--- src/rtl/serial_addsub.sv ---
// Bit-serial adder/subtractor: one full-adder slice and a carry flop process
// one operand bit per clock, LSB first, under a start/busy/done handshake.
module serial_addsub #(
   parameter int WIDTH = 8
) (
   input  logic             clk,
   input  logic             rst,
   input  logic             start,
   input  logic             mode,
   input  logic [WIDTH-1:0] a,
   input  logic [WIDTH-1:0] b,
   output logic             busy,
   output logic             done,
   output logic [WIDTH-1:0] s,
   output logic             cout,
   output logic             ovf
);

   localparam int CW = (WIDTH > 2) ? $clog2(WIDTH) : 1;
   localparam logic [CW-1:0] LAST = CW'(WIDTH - 1);

   typedef enum logic [1:0] {
      IDLE,
      RUN,
      DONE
   } state_t;

   state_t           state_q, state_d;
   logic [WIDTH-1:0] a_sh_q, a_sh_d;
   logic [WIDTH-1:0] b_sh_q, b_sh_d;
   logic [WIDTH-1:0] res_q, res_d;
   logic             carry_q, carry_d;
   logic [CW-1:0]    cnt_q, cnt_d;
   logic [WIDTH-1:0] s_q, s_d;
   logic             cout_q, cout_d;
   logic             ovf_q, ovf_d;
   logic             busy_q, busy_d;
   logic             done_q, done_d;
   logic             sum_bit;
   logic             carry_nxt;

   always_comb begin
      state_d  = state_q;
      a_sh_d   = a_sh_q;
      b_sh_d   = b_sh_q;
      res_d    = res_q;
      carry_d  = carry_q;
      cnt_d    = cnt_q;
      s_d      = s_q;
      cout_d   = cout_q;
      ovf_d    = ovf_q;
      busy_d   = busy_q;
      done_d   = done_q;

      sum_bit   = a_sh_q[0] ^ b_sh_q[0] ^ carry_q;
      carry_nxt = (a_sh_q[0] & b_sh_q[0]) | (a_sh_q[0] & carry_q) | (b_sh_q[0] & carry_q);

      case (state_q)
         IDLE: begin
            // Subtract is a + ~b + 1: the +1 enters through the carry flop.
            if (start) begin
               a_sh_d  = a;
               b_sh_d  = mode ? ~b : b;
               carry_d = mode;
               cnt_d   = '0;
               busy_d  = 1'b1;
               state_d = RUN;
            end
         end
         RUN: begin
            a_sh_d  = a_sh_q >> 1;
            b_sh_d  = b_sh_q >> 1;
            res_d   = {sum_bit, res_q[WIDTH-1:1]};
            carry_d = carry_nxt;
            cnt_d   = cnt_q + CW'(1);
            // On the MSB, carry_q is the carry into it and carry_nxt the carry out.
            if (cnt_q == LAST) begin
               s_d     = {sum_bit, res_q[WIDTH-1:1]};
               cout_d  = carry_nxt;
               ovf_d   = carry_q ^ carry_nxt;
               cnt_d   = '0;
               busy_d  = 1'b0;
               done_d  = 1'b1;
               state_d = DONE;
            end
         end
         DONE: begin
            done_d  = 1'b0;
            state_d = IDLE;
         end
         default: begin
            state_d = IDLE;
         end
      endcase
   end

   always_ff @(posedge clk or posedge rst) begin
      if (rst) begin
         state_q <= IDLE;
         a_sh_q  <= '0;
         b_sh_q  <= '0;
         res_q   <= '0;
         carry_q <= 1'b0;
         cnt_q   <= '0;
         s_q     <= '0;
         cout_q  <= 1'b0;
         ovf_q   <= 1'b0;
         busy_q  <= 1'b0;
         done_q  <= 1'b0;
      end else begin
         state_q <= state_d;
         a_sh_q  <= a_sh_d;
         b_sh_q  <= b_sh_d;
         res_q   <= res_d;
         carry_q <= carry_d;
         cnt_q   <= cnt_d;
         s_q     <= s_d;
         cout_q  <= cout_d;
         ovf_q   <= ovf_d;
         busy_q  <= busy_d;
         done_q  <= done_d;
      end
   end

   assign busy = busy_q;
   assign done = done_q;
   assign s    = s_q;
   assign cout = cout_q;
   assign ovf  = ovf_q;

endmodule
--- config.mk ---
export PLATFORM = sky130hd
export DESIGN_NAME = serial_addsub
export DESIGN_NICKNAME = d
export VERILOG_FILES = /design/src/rtl/serial_addsub.sv
export SDC_FILE = /design/constraint.sdc
export NUM_CORES = 1
export LEC_CHECK = 0
export BUFFER_PORTS_ARGS = -buffer_cell sky130_fd_sc_hd__buf_2
export CAP_MARGIN = 20
export CORE_ASPECT_RATIO = 1.4
export CORE_UTILIZATION = 50
export DETAILED_ROUTE_END_ITERATION = 8
export PLACE_DENSITY = 0.84
export SYNTH_ARGS = -nofsm -noshare
export SYNTH_HDL_FRONTEND = slang
export SYNTH_SLANG_ARGS = --single-unit
--- constraint.sdc ---
create_clock -name clk -period 1.5 [get_ports clk]
set_input_delay 0.075 -clock clk [delete_from_list [all_inputs] [get_ports clk]]
set_output_delay 0.075 -clock clk [all_outputs]
set_load 0.1 [all_outputs]
==> metrics.md <==
| Metric | Value |
|---|---|
| Status | complete, no violations |
| Slew Limit Fails | 0 |
| Crit path DAT | 1670 ps |
| Synth area leader | dfrtp_1 |
| Fin Setup TNS | 0 ps |
| CTS tree | done |
| Vias in the first global route | 1,409 |
| CP startpoint kind | flip-flop |
| Cts bufs inserted | 5 |
| Core area | 0.00368 mm^2 |
| Critical Path RT | 1690 ps |
| Final setup fails | 0 |
| Post-Syn Area per Cell | 11.5 um^2 |
| Hold Slack | 58.2 ps |
| Hpwl dp | 2510 um |
| Routability cong. | 0.740 |
| Register area | 0.00103 mm^2 |
| Initial core utilization | 52.5% |
| # rows | 26 |
| Delay-heaviest family, CP | flip-flops |
| Multi-input gate area | 832 um^2 |
| First-pass GRT wire length | 6180 um |
| Top cell type's share of synthesized area | 53.2% |
| FILL cells | 299 |
| Maxcap violations | 0 |
| Crit-path cells | ha_2 -> ha_4 -> nand3b_1 -> buf_12 -> mux2_2 |
| CP Buf/Inv Count | 1 |
| Placed Instances | 239 |
| Worst skew pair latency | 300 ps |
| Sequential share of the synthesized area | 53.2% |
| Worst setup EP type | flip-flop |
| Number of I/O port buffers | 31 |
| Clock sinks | 41 |
| Critical path peak fanout | 11 |
| Mapped Nets | 192 |
| Total Die Area | 0.00411 mm^2 |
| Placed cell area | 0.00217 mm^2 |
| H-tree Lvls | 2 |
| I/O pin count | 32 |
| Fin crit period | 1480 ps |
| Drt wl/cell | 14.9 um |
| Critical path class | reg2reg |
| CP max-delay cell | dfrtp_1 |
| Initial antenna violation count | 0 |
| Die width | 54.5 um |
| Netlist Area Pre-Place | 0.00193 mm^2 |
| Final instance area | 0.00235 mm^2 |
| Min-Delay Path Class | in2reg |
| Syn-to-layout area delta | 21.7% |
| Root Buffer | clkbuf_8 |
| Lkg Pwr | 1.11 nW |
| Yosys Warn Count | 0 |
| Largest cells by area after synthesis | dfrtp_1 53%, mux2_2 9.3%, a22oi_1 4.3% |
| Setup crit start | cnt_q[0] |
| Max frequency | 675 MHz |
| Unique masters post-synth | 27 |
| DRT iter0 DRCs | 40 |
| Drt first pass iters | 4 |
| Tcrit/Tclk final | 98.8% |
| Ant diodes | 0 |
| Nets | 230 |
| GRT Util Overall | 21.3% |
| Final ANT Viol Nets | 0 |
| CTS clk-pin slew, worst paths | 80 ps |
| Die span in y | 75.5 um |
| Slowest stage delay, CP | 400 ps |
| Final core occ | 63.8% |
| Ratio of cells with drive above 1 in the final layout | 33.8% |
| Pwr dens | 2380 mW/mm^2 |
| Final Hold Viols | 0 |
| Max VDD drop | 1750 uV |
| Via/cell ratio | 5.67 |
| CTS max path bufs | 2 |
| Post-synthesis cell count | 168 |
| Post-route insts no fill | 249 |
| Largest net degree at the start of global routing | 42 |
| Hold_sp | a[4] |
| Tightest Pin Transition | 503 ps |
| Final setup skew | 5.28 ps |
| Final wirelength | 3710 um |
| Number of synthesized register bits | 41 |
| Reg2Reg Launch Point | cnt_q[0] |
| Total grt overflow | 0 |
| Slew margin rel. | 66.4% |
| RSZ-0062 raised after global routing | true |
| Detailed-route DRC error count | 0 |
| Vias | 1,413 |
-- Yosys cell counts --
master	number
a21oi_1	10
a221o_1	4
a22o_1	3
a22oi_1	11
and2_1	1
and2b_1	5
buf_2	8
buf_4	1
clkbuf_1	4
dfrtp_1	41
fa_1	1
ha_1	3
inv_1	8
mux2_2	16
mux2i_1	1
nand2_1	6
nand3b_1	1
nor2_1	4
nor2b_1	7
o211ai_1	3
o21ai_0	14
o2bb2ai_1	1
o32ai_1	4
or2_2	1
or3b_1	1
xnor2_1	8
xor2_1	1
-- per-stage QoR --
step                      setup slack, ps  power [mW]
final                                17.5        5.58
after global routing                -26.8        5.92
after detailed placement            -31.1        4.45
after CTS                            12.4        5.55
after floorplan                      16.3        3.91
after global placement               31.4        4.37
-- tightest hold or removal path, cell delays in order --
cell     delay [ps]
buf_2            70
a21oi_1          50
o21ai_0         120
-- final timing paths --
path	end	slack [ps]	cells past startpoint
max	s[2]	20	5
min	a_sh_q[4]	60	3
max reg2reg	s[2]	20	5
min reg2reg	ovf	480	2
max in group asynchronous	s[6]	710	4
min in group asynchronous	res_q[6]	440	4
-- power breakdown --
part / switching, mW / leakage (nW) / internal, mW
sequential: 0.333 / 0.518 / 1.56
clock: 0.403 / 0.0687 / 0.670
combinational: 1.67 / 0.521 / 0.942
-- kinds of logic after synthesis --
kind of cell	Yosys count	share of synthesized area, %
buffers and inverters	21	4.80
adder cells (fa/ha/maj)	4	2.99
flip-flops	41	53.2
XOR/XNOR	9	4.09
AND/OR/NAND/NOR	26	7.66
AO/OA/AOI/OAI	50	17.4
multiplexers	17	9.86
-- sequential cells by signal, summed over array words and instances (netlist names) --
| register | cells |
|---|---|
| state_q | 2 |
| busy | 1 |
| a_sh_q | 8 |
| carry_q | 1 |
| cout | 1 |
| b_sh_q | 8 |
| cnt_q | 3 |
| s | 8 |
| res_q | 7 |
| done | 1 |
| ovf | 1 |
-- per-layer routing --
layer / track usage [%] / part of all wire (%) / up-vias
li1: - / - / 670
met1: 22.9 / 44 / 704
met2: 37.9 / 51 / 32
met3: 6.39 / 3.3 / 7
met4: 8.26 / 1.6 / 0
met5: 0 / 0 / -
-- cells in the final DEF, fill, tap and decap left out, types with 2 or more instances in the layout --
cell,count
o32ai_1,4
o211ai_1,3
bufinv_16,2
inv_1,8
a22o_1,3
and2b_1,5
buf_4,11
a21oi_1,10
nor2_1,4
nor2b_1,7
o21ai_0,14
xnor2_1,8
a22oi_1,11
buf_2,31
nand2_1,6
dfrtp_1,41
a221o_1,4
clkbuf_8,5
mux2_4,2
mux2_2,14
-- layout make-up --
cell class | instances | area share [%]
clock inverter | 3 | 2.93
tap | 42 | 2.24
timing repair buffer | 44 | 11.4
multi-input combinational | 106 | 35.5
clock buffer | 5 | 2.93
sequential | 41 | 43.7
inverter | 8 | 1.28
-- timing repair --
item,4_1_cts,5_1_grt
hold endpoints to repair,41,0
resized for setup,2,3
cloned,0,0
pin swaps,0,0
setup buffers,0,1
hold buffers,1,0
setup endpoints to repair,9,9
Power figures use the tool's default switching activity.
